**src/rtl/uart_mem_loader_if.sv**
```systemverilog
// Memory write bus and playback control registers driven by uart_mem_loader.
interface uart_mem_loader_if #(
  parameter int ADDR_WIDTH = 12,
  parameter int DATA_WIDTH = 16
);
  logic                  wr_enable;
  logic [ADDR_WIDTH-1:0] wr_addr;
  logic [DATA_WIDTH-1:0] wr_data;
  logic [ADDR_WIDTH-1:0] step;
  logic [ADDR_WIDTH-1:0] range;

  modport master (output wr_enable, wr_addr, wr_data, step, range);
  modport slave  (input  wr_enable, wr_addr, wr_data, step, range);
endinterface

```
**src/rtl/uart_mem_loader.sv**
```systemverilog
// UART command loader: 8N1 RX parser writing a memory and step/range registers, ACK/NAK on TX.
// Optional power-up LFSR pattern fill of the whole memory when LFSR_INIT_EN is defined.
module uart_mem_loader #(
  parameter int CLK_DIV    = 868,
  parameter int ADDR_WIDTH = 12,
  parameter int DATA_WIDTH = 16
) (
  input  logic              clk,
  input  logic              reset,
  input  logic              rxd,
  output logic              txd,
  output logic              busy,
  uart_mem_loader_if.master mem
);
  localparam int NA = (ADDR_WIDTH + 7) / 8;
  localparam int ND = DATA_WIDTH / 8;
  localparam int FW = 8 * ((NA > ND) ? NA : ND);
  localparam int CW = (CLK_DIV > 1) ? $clog2(CLK_DIV) : 1;
  localparam logic [CW-1:0] BIT_LAST  = CW'(CLK_DIV - 1);
  localparam logic [CW-1:0] HALF_LAST = CW'(CLK_DIV / 2 - 1);

  localparam logic [7:0] OP_SET_ADDR  = 8'h01;
  localparam logic [7:0] OP_WRITE     = 8'h02;
  localparam logic [7:0] OP_SET_STEP  = 8'h03;
  localparam logic [7:0] OP_SET_RANGE = 8'h04;
  localparam logic [7:0] ACK          = 8'h06;
  localparam logic [7:0] NAK          = 8'h15;

  typedef enum logic [1:0] {RX_IDLE, RX_START, RX_DATA, RX_STOP} rx_state_t;
  typedef enum logic [1:0] {P_IDLE, P_ARGS, P_EXEC} p_state_t;
  typedef enum logic {TX_IDLE, TX_SEND} tx_state_t;

  logic                  rx_meta_q, rx_meta_d, rx_sync_q, rx_sync_d, rx_prev_q, rx_prev_d;
  rx_state_t             rx_state_q, rx_state_d;
  logic [CW-1:0]         rx_cnt_q, rx_cnt_d;
  logic [2:0]            rx_bit_q, rx_bit_d;
  logic [7:0]            rx_shift_q, rx_shift_d;
  logic                  byte_valid_q, byte_valid_d, frame_err_q, frame_err_d;

  p_state_t              p_state_q, p_state_d;
  logic [7:0]            opcode_q, opcode_d;
  logic [2:0]            arg_cnt_q, arg_cnt_d, need;
  logic [FW-1:0]         field_q, field_d;
  logic [ADDR_WIDTH-1:0] ptr_q, ptr_d, step_q, step_d, range_q, range_d, wr_addr_q, wr_addr_d;
  logic [DATA_WIDTH-1:0] wr_data_q, wr_data_d;
  logic                  wr_en_q, wr_en_d, busy_q, busy_d;

  logic                  enq, deq, enq_ok;
  logic [7:0]            enq_byte;
  logic                  resp_valid_q, resp_valid_d;
  logic [7:0]            resp_byte_q, resp_byte_d;

  tx_state_t             tx_state_q, tx_state_d;
  logic [CW-1:0]         tx_cnt_q, tx_cnt_d;
  logic [3:0]            tx_bit_q, tx_bit_d;
  logic [9:0]            tx_shift_q, tx_shift_d;
  logic                  txd_q, txd_d;

`ifdef LFSR_INIT_EN
  logic                  init_active_q, init_active_d;
  logic [15:0]           lfsr_q, lfsr_d;
`endif

  always_comb begin
    rx_meta_d    = rxd;
    rx_sync_d    = rx_meta_q;
    rx_prev_d    = rx_sync_q;
    rx_state_d   = rx_state_q;
    rx_cnt_d     = rx_cnt_q;
    rx_bit_d     = rx_bit_q;
    rx_shift_d   = rx_shift_q;
    byte_valid_d = 1'b0;
    frame_err_d  = 1'b0;

    case (rx_state_q)
      RX_IDLE: begin
        if (rx_prev_q && !rx_sync_q) begin
          rx_state_d = RX_START;
          rx_cnt_d   = '0;
        end
      end
      RX_START: begin
        // A glitch that is gone by mid start bit is not a frame.
        if (rx_cnt_q == HALF_LAST) begin
          rx_cnt_d   = '0;
          rx_bit_d   = '0;
          rx_state_d = rx_sync_q ? RX_IDLE : RX_DATA;
        end else begin
          rx_cnt_d = rx_cnt_q + CW'(1);
        end
      end
      RX_DATA: begin
        if (rx_cnt_q == BIT_LAST) begin
          rx_cnt_d   = '0;
          rx_shift_d = {rx_sync_q, rx_shift_q[7:1]};
          if (rx_bit_q == 3'd7) rx_state_d = RX_STOP;
          else                  rx_bit_d   = rx_bit_q + 3'd1;
        end else begin
          rx_cnt_d = rx_cnt_q + CW'(1);
        end
      end
      default: begin
        if (rx_cnt_q == BIT_LAST) begin
          rx_state_d   = RX_IDLE;
          byte_valid_d = rx_sync_q;
          frame_err_d  = !rx_sync_q;
        end else begin
          rx_cnt_d = rx_cnt_q + CW'(1);
        end
      end
    endcase

    p_state_d = p_state_q;
    opcode_d  = opcode_q;
    arg_cnt_d = arg_cnt_q;
    field_d   = field_q;
    ptr_d     = ptr_q;
    step_d    = step_q;
    range_d   = range_q;
    wr_en_d   = 1'b0;
    wr_addr_d = wr_addr_q;
    wr_data_d = wr_data_q;
    enq       = 1'b0;
    enq_byte  = ACK;
    need      = (opcode_q == OP_WRITE) ? 3'(ND) : 3'(NA);

`ifdef LFSR_INIT_EN
    init_active_d = init_active_q;
    lfsr_d        = lfsr_q;
    // Fill reuses the address pointer so it naturally ends back at 0.
    if (init_active_q) begin
      wr_en_d   = 1'b1;
      wr_addr_d = ptr_q;
      wr_data_d = DATA_WIDTH'(lfsr_q);
      lfsr_d    = {lfsr_q[14:0], lfsr_q[15] ^ lfsr_q[13] ^ lfsr_q[12] ^ lfsr_q[10]};
      ptr_d     = ptr_q + ADDR_WIDTH'(1);
      if (ptr_q == '1) init_active_d = 1'b0;
    end else
`endif
    if (frame_err_q) begin
      p_state_d = P_IDLE;
      enq       = 1'b1;
      enq_byte  = NAK;
    end else begin
      case (p_state_q)
        P_IDLE: begin
          if (byte_valid_q) begin
            case (rx_shift_q)
              OP_SET_ADDR, OP_WRITE, OP_SET_STEP, OP_SET_RANGE: begin
                opcode_d  = rx_shift_q;
                arg_cnt_d = '0;
                field_d   = '0;
                p_state_d = P_ARGS;
              end
              default: begin
                enq      = 1'b1;
                enq_byte = NAK;
              end
            endcase
          end
        end
        P_ARGS: begin
          if (byte_valid_q) begin
            field_d   = (field_q << 8) | FW'(rx_shift_q);
            arg_cnt_d = arg_cnt_q + 3'd1;
            if (arg_cnt_d == need) p_state_d = P_EXEC;
          end
        end
        default: begin
          p_state_d = P_IDLE;
          enq       = 1'b1;
          enq_byte  = ACK;
          case (opcode_q)
            OP_SET_ADDR: ptr_d = field_q[ADDR_WIDTH-1:0];
            OP_WRITE: begin
              wr_en_d   = 1'b1;
              wr_addr_d = ptr_q;
              wr_data_d = field_q[DATA_WIDTH-1:0];
              ptr_d     = ptr_q + ADDR_WIDTH'(1);
            end
            OP_SET_STEP: step_d  = field_q[ADDR_WIDTH-1:0];
            default:     range_d = field_q[ADDR_WIDTH-1:0];
          endcase
        end
      endcase
    end

`ifdef LFSR_INIT_EN
    busy_d = init_active_q || (p_state_d != P_IDLE);
`else
    busy_d = (p_state_d != P_IDLE);
`endif

    // A slot freed by the transmitter this cycle can take a new response.
    deq          = (tx_state_q == TX_IDLE) && resp_valid_q;
    enq_ok       = enq && (!resp_valid_q || deq);
    resp_valid_d = enq_ok ? 1'b1 : (deq ? 1'b0 : resp_valid_q);
    resp_byte_d  = enq_ok ? enq_byte : resp_byte_q;

    tx_state_d = tx_state_q;
    tx_cnt_d   = tx_cnt_q;
    tx_bit_d   = tx_bit_q;
    tx_shift_d = tx_shift_q;
    if (deq) begin
      tx_state_d = TX_SEND;
      tx_shift_d = {1'b1, resp_byte_q, 1'b0};
      tx_bit_d   = '0;
      tx_cnt_d   = '0;
    end else if (tx_state_q == TX_SEND) begin
      if (tx_cnt_q == BIT_LAST) begin
        tx_cnt_d   = '0;
        tx_shift_d = {1'b1, tx_shift_q[9:1]};
        if (tx_bit_q == 4'd9) tx_state_d = TX_IDLE;
        else                  tx_bit_d   = tx_bit_q + 4'd1;
      end else begin
        tx_cnt_d = tx_cnt_q + CW'(1);
      end
    end
    txd_d = (tx_state_d == TX_SEND) ? tx_shift_d[0] : 1'b1;
  end

  always_ff @(posedge clk or posedge reset) begin
    if (reset) begin
      rx_meta_q    <= 1'b1;
      rx_sync_q    <= 1'b1;
      rx_prev_q    <= 1'b1;
      rx_state_q   <= RX_IDLE;
      rx_cnt_q     <= '0;
      rx_bit_q     <= '0;
      rx_shift_q   <= '0;
      byte_valid_q <= 1'b0;
      frame_err_q  <= 1'b0;
      p_state_q    <= P_IDLE;
      opcode_q     <= '0;
      arg_cnt_q    <= '0;
      field_q      <= '0;
      ptr_q        <= '0;
      step_q       <= ADDR_WIDTH'(1);
      range_q      <= '1;
      wr_en_q      <= 1'b0;
      wr_addr_q    <= '0;
      wr_data_q    <= '0;
      resp_valid_q <= 1'b0;
      resp_byte_q  <= '0;
      tx_state_q   <= TX_IDLE;
      tx_cnt_q     <= '0;
      tx_bit_q     <= '0;
      tx_shift_q   <= '1;
      txd_q        <= 1'b1;
`ifdef LFSR_INIT_EN
      busy_q        <= 1'b1;
      init_active_q <= 1'b1;
      lfsr_q        <= 16'h0010;
`else
      busy_q       <= 1'b0;
`endif
    end else begin
      rx_meta_q    <= rx_meta_d;
      rx_sync_q    <= rx_sync_d;
      rx_prev_q    <= rx_prev_d;
      rx_state_q   <= rx_state_d;
      rx_cnt_q     <= rx_cnt_d;
      rx_bit_q     <= rx_bit_d;
      rx_shift_q   <= rx_shift_d;
      byte_valid_q <= byte_valid_d;
      frame_err_q  <= frame_err_d;
      p_state_q    <= p_state_d;
      opcode_q     <= opcode_d;
      arg_cnt_q    <= arg_cnt_d;
      field_q      <= field_d;
      ptr_q        <= ptr_d;
      step_q       <= step_d;
      range_q      <= range_d;
      wr_en_q      <= wr_en_d;
      wr_addr_q    <= wr_addr_d;
      wr_data_q    <= wr_data_d;
      resp_valid_q <= resp_valid_d;
      resp_byte_q  <= resp_byte_d;
      tx_state_q   <= tx_state_d;
      tx_cnt_q     <= tx_cnt_d;
      tx_bit_q     <= tx_bit_d;
      tx_shift_q   <= tx_shift_d;
      txd_q        <= txd_d;
      busy_q       <= busy_d;
`ifdef LFSR_INIT_EN
      init_active_q <= init_active_d;
      lfsr_q        <= lfsr_d;
`endif
    end
  end

  assign txd           = txd_q;
  assign busy          = busy_q;
  assign mem.wr_enable = wr_en_q;
  assign mem.wr_addr   = wr_addr_q;
  assign mem.wr_data   = wr_data_q;
  assign mem.step      = step_q;
  assign mem.range     = range_q;
endmodule
```
**src/flat_wrapper.sv**
```systemverilog
// flat-port wrapper written by rule: the top's interface ports become plain ports
module uart_mem_loader_flat 
#(
  parameter int CLK_DIV    = 868,
  parameter int ADDR_WIDTH = 12,
  parameter int DATA_WIDTH = 16
)
  (clk, reset, rxd, txd, busy, mem_wr_enable, mem_wr_addr, mem_wr_data, mem_step, mem_range);
  uart_mem_loader_if #(.ADDR_WIDTH(ADDR_WIDTH), .DATA_WIDTH(DATA_WIDTH)) mem_i ();
  input  logic clk;
  input  logic reset;
  input  logic rxd;
  output logic txd;
  output logic busy;
  output wire logic [$bits(mem_i.wr_enable)-1:0] mem_wr_enable;
  output wire logic [$bits(mem_i.wr_addr)-1:0] mem_wr_addr;
  output wire logic [$bits(mem_i.wr_data)-1:0] mem_wr_data;
  output wire logic [$bits(mem_i.step)-1:0] mem_step;
  output wire logic [$bits(mem_i.range)-1:0] mem_range;
  assign mem_wr_enable = mem_i.wr_enable;
  assign mem_wr_addr = mem_i.wr_addr;
  assign mem_wr_data = mem_i.wr_data;
  assign mem_step = mem_i.step;
  assign mem_range = mem_i.range;
  uart_mem_loader #(.CLK_DIV(CLK_DIV), .ADDR_WIDTH(ADDR_WIDTH), .DATA_WIDTH(DATA_WIDTH)) u_core (.clk(clk), .reset(reset), .rxd(rxd), .txd(txd), .busy(busy), .mem(mem_i));
endmodule
```
**config.mk**
```make
export PLATFORM = sky130hd
export DESIGN_NAME = uart_mem_loader_flat
export DESIGN_NICKNAME = d
export VERILOG_FILES = /design/src/rtl/uart_mem_loader_if.sv /design/src/rtl/uart_mem_loader.sv /design/src/flat_wrapper.sv
export SDC_FILE = /design/constraint.sdc
export NUM_CORES = 1
export LEC_CHECK = 0
export CORE_MARGIN = 10
export CORE_UTILIZATION = 45
export CTS_CLUSTER_DIAMETER = 80
export DETAILED_ROUTE_END_ITERATION = 12
export GPL_TIMING_DRIVEN = 1
export PLACE_DENSITY = 0.7
export SETUP_SLACK_MARGIN = 0.5
export SYNTH_ARGS = -nofsm -noshare
export SYNTH_HDL_FRONTEND = slang
export SYNTH_SLANG_ARGS = --single-unit
```
**constraint.sdc**
```tcl
create_clock -name clk -period 5.1 [get_ports clk]
set_clock_uncertainty 0.2 [all_clocks]
set_input_delay 1.02 -clock clk [delete_from_list [all_inputs] [get_ports clk]]
set_output_delay 1.02 -clock clk [all_outputs]
set_load 0.02 [all_outputs]
```
# == Word level (Yosys, flattened, before mapping) ==
# Index checks and enable logic that the tools add are counted.
# word_totals
out_inout_bits,55
word_cells,160
input_bits,3
register_bits,158
# op_classes
mux,63
eq_ne,26
bitwise_logic,5
reduce_logical,32
addsub,6
# ops
cell,count
$mux 10,10
$mux 16,3
$eq 8x2->1 const B,4
$pmux 16 s2,1
$pmux 10 s3,1
$mux 8,3
$pmux 12 s2,1
$mux 2,11
$add 10x1->10 const B,2
$eq 10x10->1 const B,2
$mux 3,6
$mux 1,17
$eq 8x1->1 const B,2
$mux 4,4
$or 16x8->16,1
$reduce_and 3->1,5
$ne 2x1->1 const B,7
$reduce_bool 2->1,7
$add 12x1->12 const B,1
$pmux 3 s2,2
$eq 10x9->1 const B,1
$reduce_and 5->1,2
$eq 8x3->1 const B,1
$reduce_and 4->1,2
other kinds (23),36

# == Logic depth before layout (Yosys ltp) ==
# logic_depth
word_depth,8
depth_mapped,7
ltp_nobuf,7

# == Worst setup path before layout ==
# Ideal clock, no wire load.
# synth_path
path_type,flip-flop to flip-flop
start,register u_core.rx_cnt_q[0]
end,register u_core.rx_cnt_q[2]
arrival_ns,1.954
path_slack_ns,2.825
required_time_ns,4.779
n_path_buf,1
synth_period_minus_slack_ns,2.275
stages_incl_launch_ff,8
setup_time_ns,0.121
path_cell_list,dfrtp_1 -> ha_1 -> nand4b_1 -> or4_1 -> buf_6 -> a211oi_4 -> o21ai_0 -> a22o_1
# synth_between
elab_chain_cells,3
word_cells_on_any_way,9
# synth_rtl
element,line,rtl
from (decl),uart_mem_loader.sv:35,"logic [CW-1:0] rx_cnt_q, rx_cnt_d;"
from (signal assigned),uart_mem_loader.sv:262,rx_cnt_q <= rx_cnt_d;
$add 10x1->10 (tied with other cells),"uart_mem_loader.sv:89, uart_mem_loader.sv:99, uart_mem_loader.sv:108",
$mux 10 (tied with other cells),uart_mem_loader.sv:103,if (rx_cnt_q == BIT_LAST) begin
$pmux 10 s3 / $reduce_and 2->1 (equally long branches),--,
# Parallel ways exist; a longest one is shown, timed or not. The select of a mux whose other input is x is not followed.
# A chain may end at the register's enable or synchronous reset.

# == Worst setup path in the final report ==
# layout_path
start,register u_core.opcode_q[2]
end,register u_core.wr_addr_q[3] (netlist: u_core.mem.wr_addr[3])
# layout_between
elab_chain_cells,2
# layout_rtl
element,line,rtl
from (decl),uart_mem_loader.sv:41,"logic [7:0] opcode_q, opcode_d;"
from (signal assigned),uart_mem_loader.sv:268,opcode_q <= opcode_d;
$eq 8x2->1,--,
$reduce_and 3->1 (no line),--,
to (signal assigned),uart_mem_loader.sv:275,wr_addr_q <= wr_addr_d;
to (decl),uart_mem_loader.sv:44,"logic [ADDR_WIDTH-1:0] ptr_q, ptr_d, step_q, step_d, range_q, range_d, wr_addr_q, wr_addr_d;"
# No other way between the ends.

==> impl_metrics.tcl <==
set metrics [dict create \
    status "finished clean" \
    hold_path_class "reg2reg" \
    synth_cell_types 65 \
    drtIter0Drc 265 \
    clkLatencyLatePin_ps 420 \
    synth_seq_cells 153 \
    fin_nets 675 \
    synth_top_area_frac 0.462 \
    post_cts_resized 0 \
    worstSetupPathType "reg2reg" \
    synthFlopType "dfrtp_1" \
    drv_slew 0 \
    portBuffers 57 \
    max_cap_violations 0 \
    yosysSeqAreaShare 0.566 \
    tns_ps 0 \
    ios 58 \
    cp_max_fo 31 \
    startpoint_type "flop" \
    synth_top_area_cell "dfrtp_1" \
    hold_viol 0 \
    synth_area_um2 6820 \
    required_ps 5200 \
    finalSetupViolCount 0 \
    dp_hpwl_um 9810 \
    p_leak_nw 3.68 \
    cp.arrival_ps 2950 \
    grt_max_degree 154 \
    async_flop_share 1.00 \
    dieHeight_um 143 \
    die_x_um 143 \
    drive_gt1_frac 0.201 \
    synth_area_per_cell_um2 11.3 \
    routabilityCongestion 0.848 \
    final.setup.worst_slack_ps 2250 \
    rows 44 \
    start_util 0.464 \
    routedWlPerCell_um 17.1 \
    synth_common_cells "dfrtp_1, nand2_1, mux2_2, o21ai_0, dfstp_2" \
    synth_warnings 0 \
    fin_crit_sh 0.558 \
    syn-num-nets 619 \
    antenna_left 0 \
    drt_pass1_iterations 5 \
    tightestPinTransition_ps 1270 \
    grt_pass1_wl_um 24400 \
    grt_pass1_vias 4738 \
    max_clock_freq_mhz 351 \
    whs_ps 157 \
    cts_made_buffers 17 \
    slowest_delay_ps 690 \
    post_cts_buffers 0 \
    die_area_um2 20500 \
    p_total_mw 2.85 \
    clock_path_buffers 2 \
    cts_num_sinks 153 \
    post-synth-top-count-cell "dfrtp_1" \
    clk_pin_slew_ps 60 \
    finalWirelength_um 14600 \
    vias_per_cell 5.68 \
    synth_edf_count 0 \
    vias 4860 \
    syn2layout_area_growth_pct 20.6 \
    drc 0 \
    worstPathCellList "nor4_1 > and3_1 > nand2_1 > mux2_2" \
    clock-root-buffer "clkbuf_16" \
    dp_slack_ps 2240 \
    post-route-min-period_ps 2850 \
    cts_tree "built" \
    antenna_cells 0 \
    utilization 0.559 \
    antenna_found_initial 0 \
    synth_cells 602 \
    grt-ovfl-total 0 \
    slowest_stage "nand2_1" \
    cts_hold_buffers 0 \
    grt_use_total 0.147 \
    rsz0062_at_grt "no" \
    critPathCaptureType "flop" \
    core_um2 14700 \
    p_per_area_nw_per_um2 347 \
    h-tree-depth 4 \
    slew_headroom 0.151 \
    fillers 1184 \
    ir_worst_vdd_mv 0.280 \
    synth_area_leaders "dfrtp_1, dfstp_2, mux2_2, nand2_1, o21ai_0" \
]
==> through the flow <==
step                      cell area [um^2]  std cells
final                                 8220        855
after global routing                  8220        855
after CTS                             8220        855
after detailed placement              7560        823
after global placement                7560        823
after floorplan                       6820        602
==> worst max-delay path, delay by kind of cell (launching register included) <==
kind / cells / cell delay (ps)
simple gates: 3 / 1580
mux: 1 / 560
flops: 1 / 370
==> cells by family (layout without fill, tap and decap cells) <==
family,Yosys count,count (layout),synth area share
and+or+nand+nor,190,190,0.144
DFF,153,153,0.566
muxes,64,64,0.105
buffers and inverters,42,111,0.0255
adders and majority gates,14,14,0.0257
AOI/OAI and AO/OA,133,133,0.126
xor gates and xnor gates,6,6,0.00771
==> placed cells by master, fill, tap and decap left out, types with 3 or more instances in the layout <==
cell type,netlist,layout
and3_1,10,10
nor3_1,5,5
dfstp_2,27,27
and2_1,12,12
nand3_1,15,15
a22oi_1,3,3
and4_1,4,4
ha_1,14,14
o22ai_1,5,5
mux2_2,58,58
o21ai_1,21,21
dfrtp_1,126,126
o31ai_1,9,9
mux2i_1,3,3
xor2_1,3,3
clkinv_2,0,4
a22o_1,8,8
inv_1,20,19
clkbuf_16,0,17
nor2_1,21,21
nand2b_1,5,5
bufinv_16,0,5
or3_1,4,4
clkbuf_8,0,3
a2bb2oi_1,4,4
mux2_1,3,3
nand2_1,78,78
clkdlybuf4s50_1,0,57
xnor2_1,3,3
o21ai_0,40,40
nor2b_1,8,8
a211oi_1,3,3
nand4_1,8,8
a21oi_1,19,19
==> registers in the layout, summed over array words and instances, names as in the netlist, 2 cells and up <==
| name | cells |
|---|---|
| u_core.mem.step | 12 |
| u_core.mem.range | 12 |
| u_core.tx_shift_q | 10 |
| u_core.mem.wr_addr | 12 |
| u_core.arg_cnt_q | 3 |
| u_core.tx_bit_q | 4 |
| u_core.tx_cnt_q | 10 |
| u_core.mem.wr_data | 16 |
| u_core.rx_state_q | 2 |
| u_core.p_state_q | 2 |
| u_core.opcode_q | 8 |
| u_core.rx_shift_q | 8 |
| u_core.rx_bit_q | 3 |
| u_core.field_q | 16 |
| u_core.ptr_q | 12 |
| u_core.resp_byte_q | 3 |
| u_core.rx_cnt_q | 10 |
==> path summary, 6_finish.rpt <==
path | start | to | slack, ps | depth (start not counted)
max | u_core.opcode_q[2] | u_core.mem.wr_addr[3] | 2250 | 4
max reg2reg | u_core.opcode_q[2] | u_core.mem.wr_addr[3] | 2250 | 4
min reg2reg | u_core.rx_meta_q | u_core.rx_prev_d | 160 | 0
min | u_core.rx_meta_q | u_core.rx_prev_d | 160 | 0
max in group asynchronous | reset | u_core.mem.wr_addr[10] | 3120 | 3
min in group asynchronous | reset | u_core.tx_cnt_q[0] | 950 | 3
==> power breakdown <==
group          switching, mW  internal (mW)  total [mW]  leakage, nW
logic                  0.131         0.0736       0.204         1.32
registers             0.0201           1.23        1.25         2.03
clock network          0.487          0.905        1.39        0.326
total                  0.638           2.21        2.85         3.68
==> routing by layer <==
| layer | vias to the layer above | part of all wire | track usage |
|---|---|---|---|
| met1 | 2454 | 0.46 | 0.186 |
| met4 | 0 | 0.012 | 0.0489 |
| met3 | 22 | 0.043 | 0.0388 |
| met5 | - | 0 | 0 |
| met2 | 113 | 0.49 | 0.238 |
| li1 | 2271 | - | - |
==> cell type report <==
class                      count  area [um^2]  area share
clock buffer                  20          467      0.0568
clock inverter                12          195      0.0237
multi-input combinational    407         2790       0.339
inverter                      20         78.8     0.00959
sequential                   153         3860       0.470
tap                          184          230      0.0280
timing repair buffer          59          598      0.0728
Note: power is estimated with default switching activity, not from simulation.
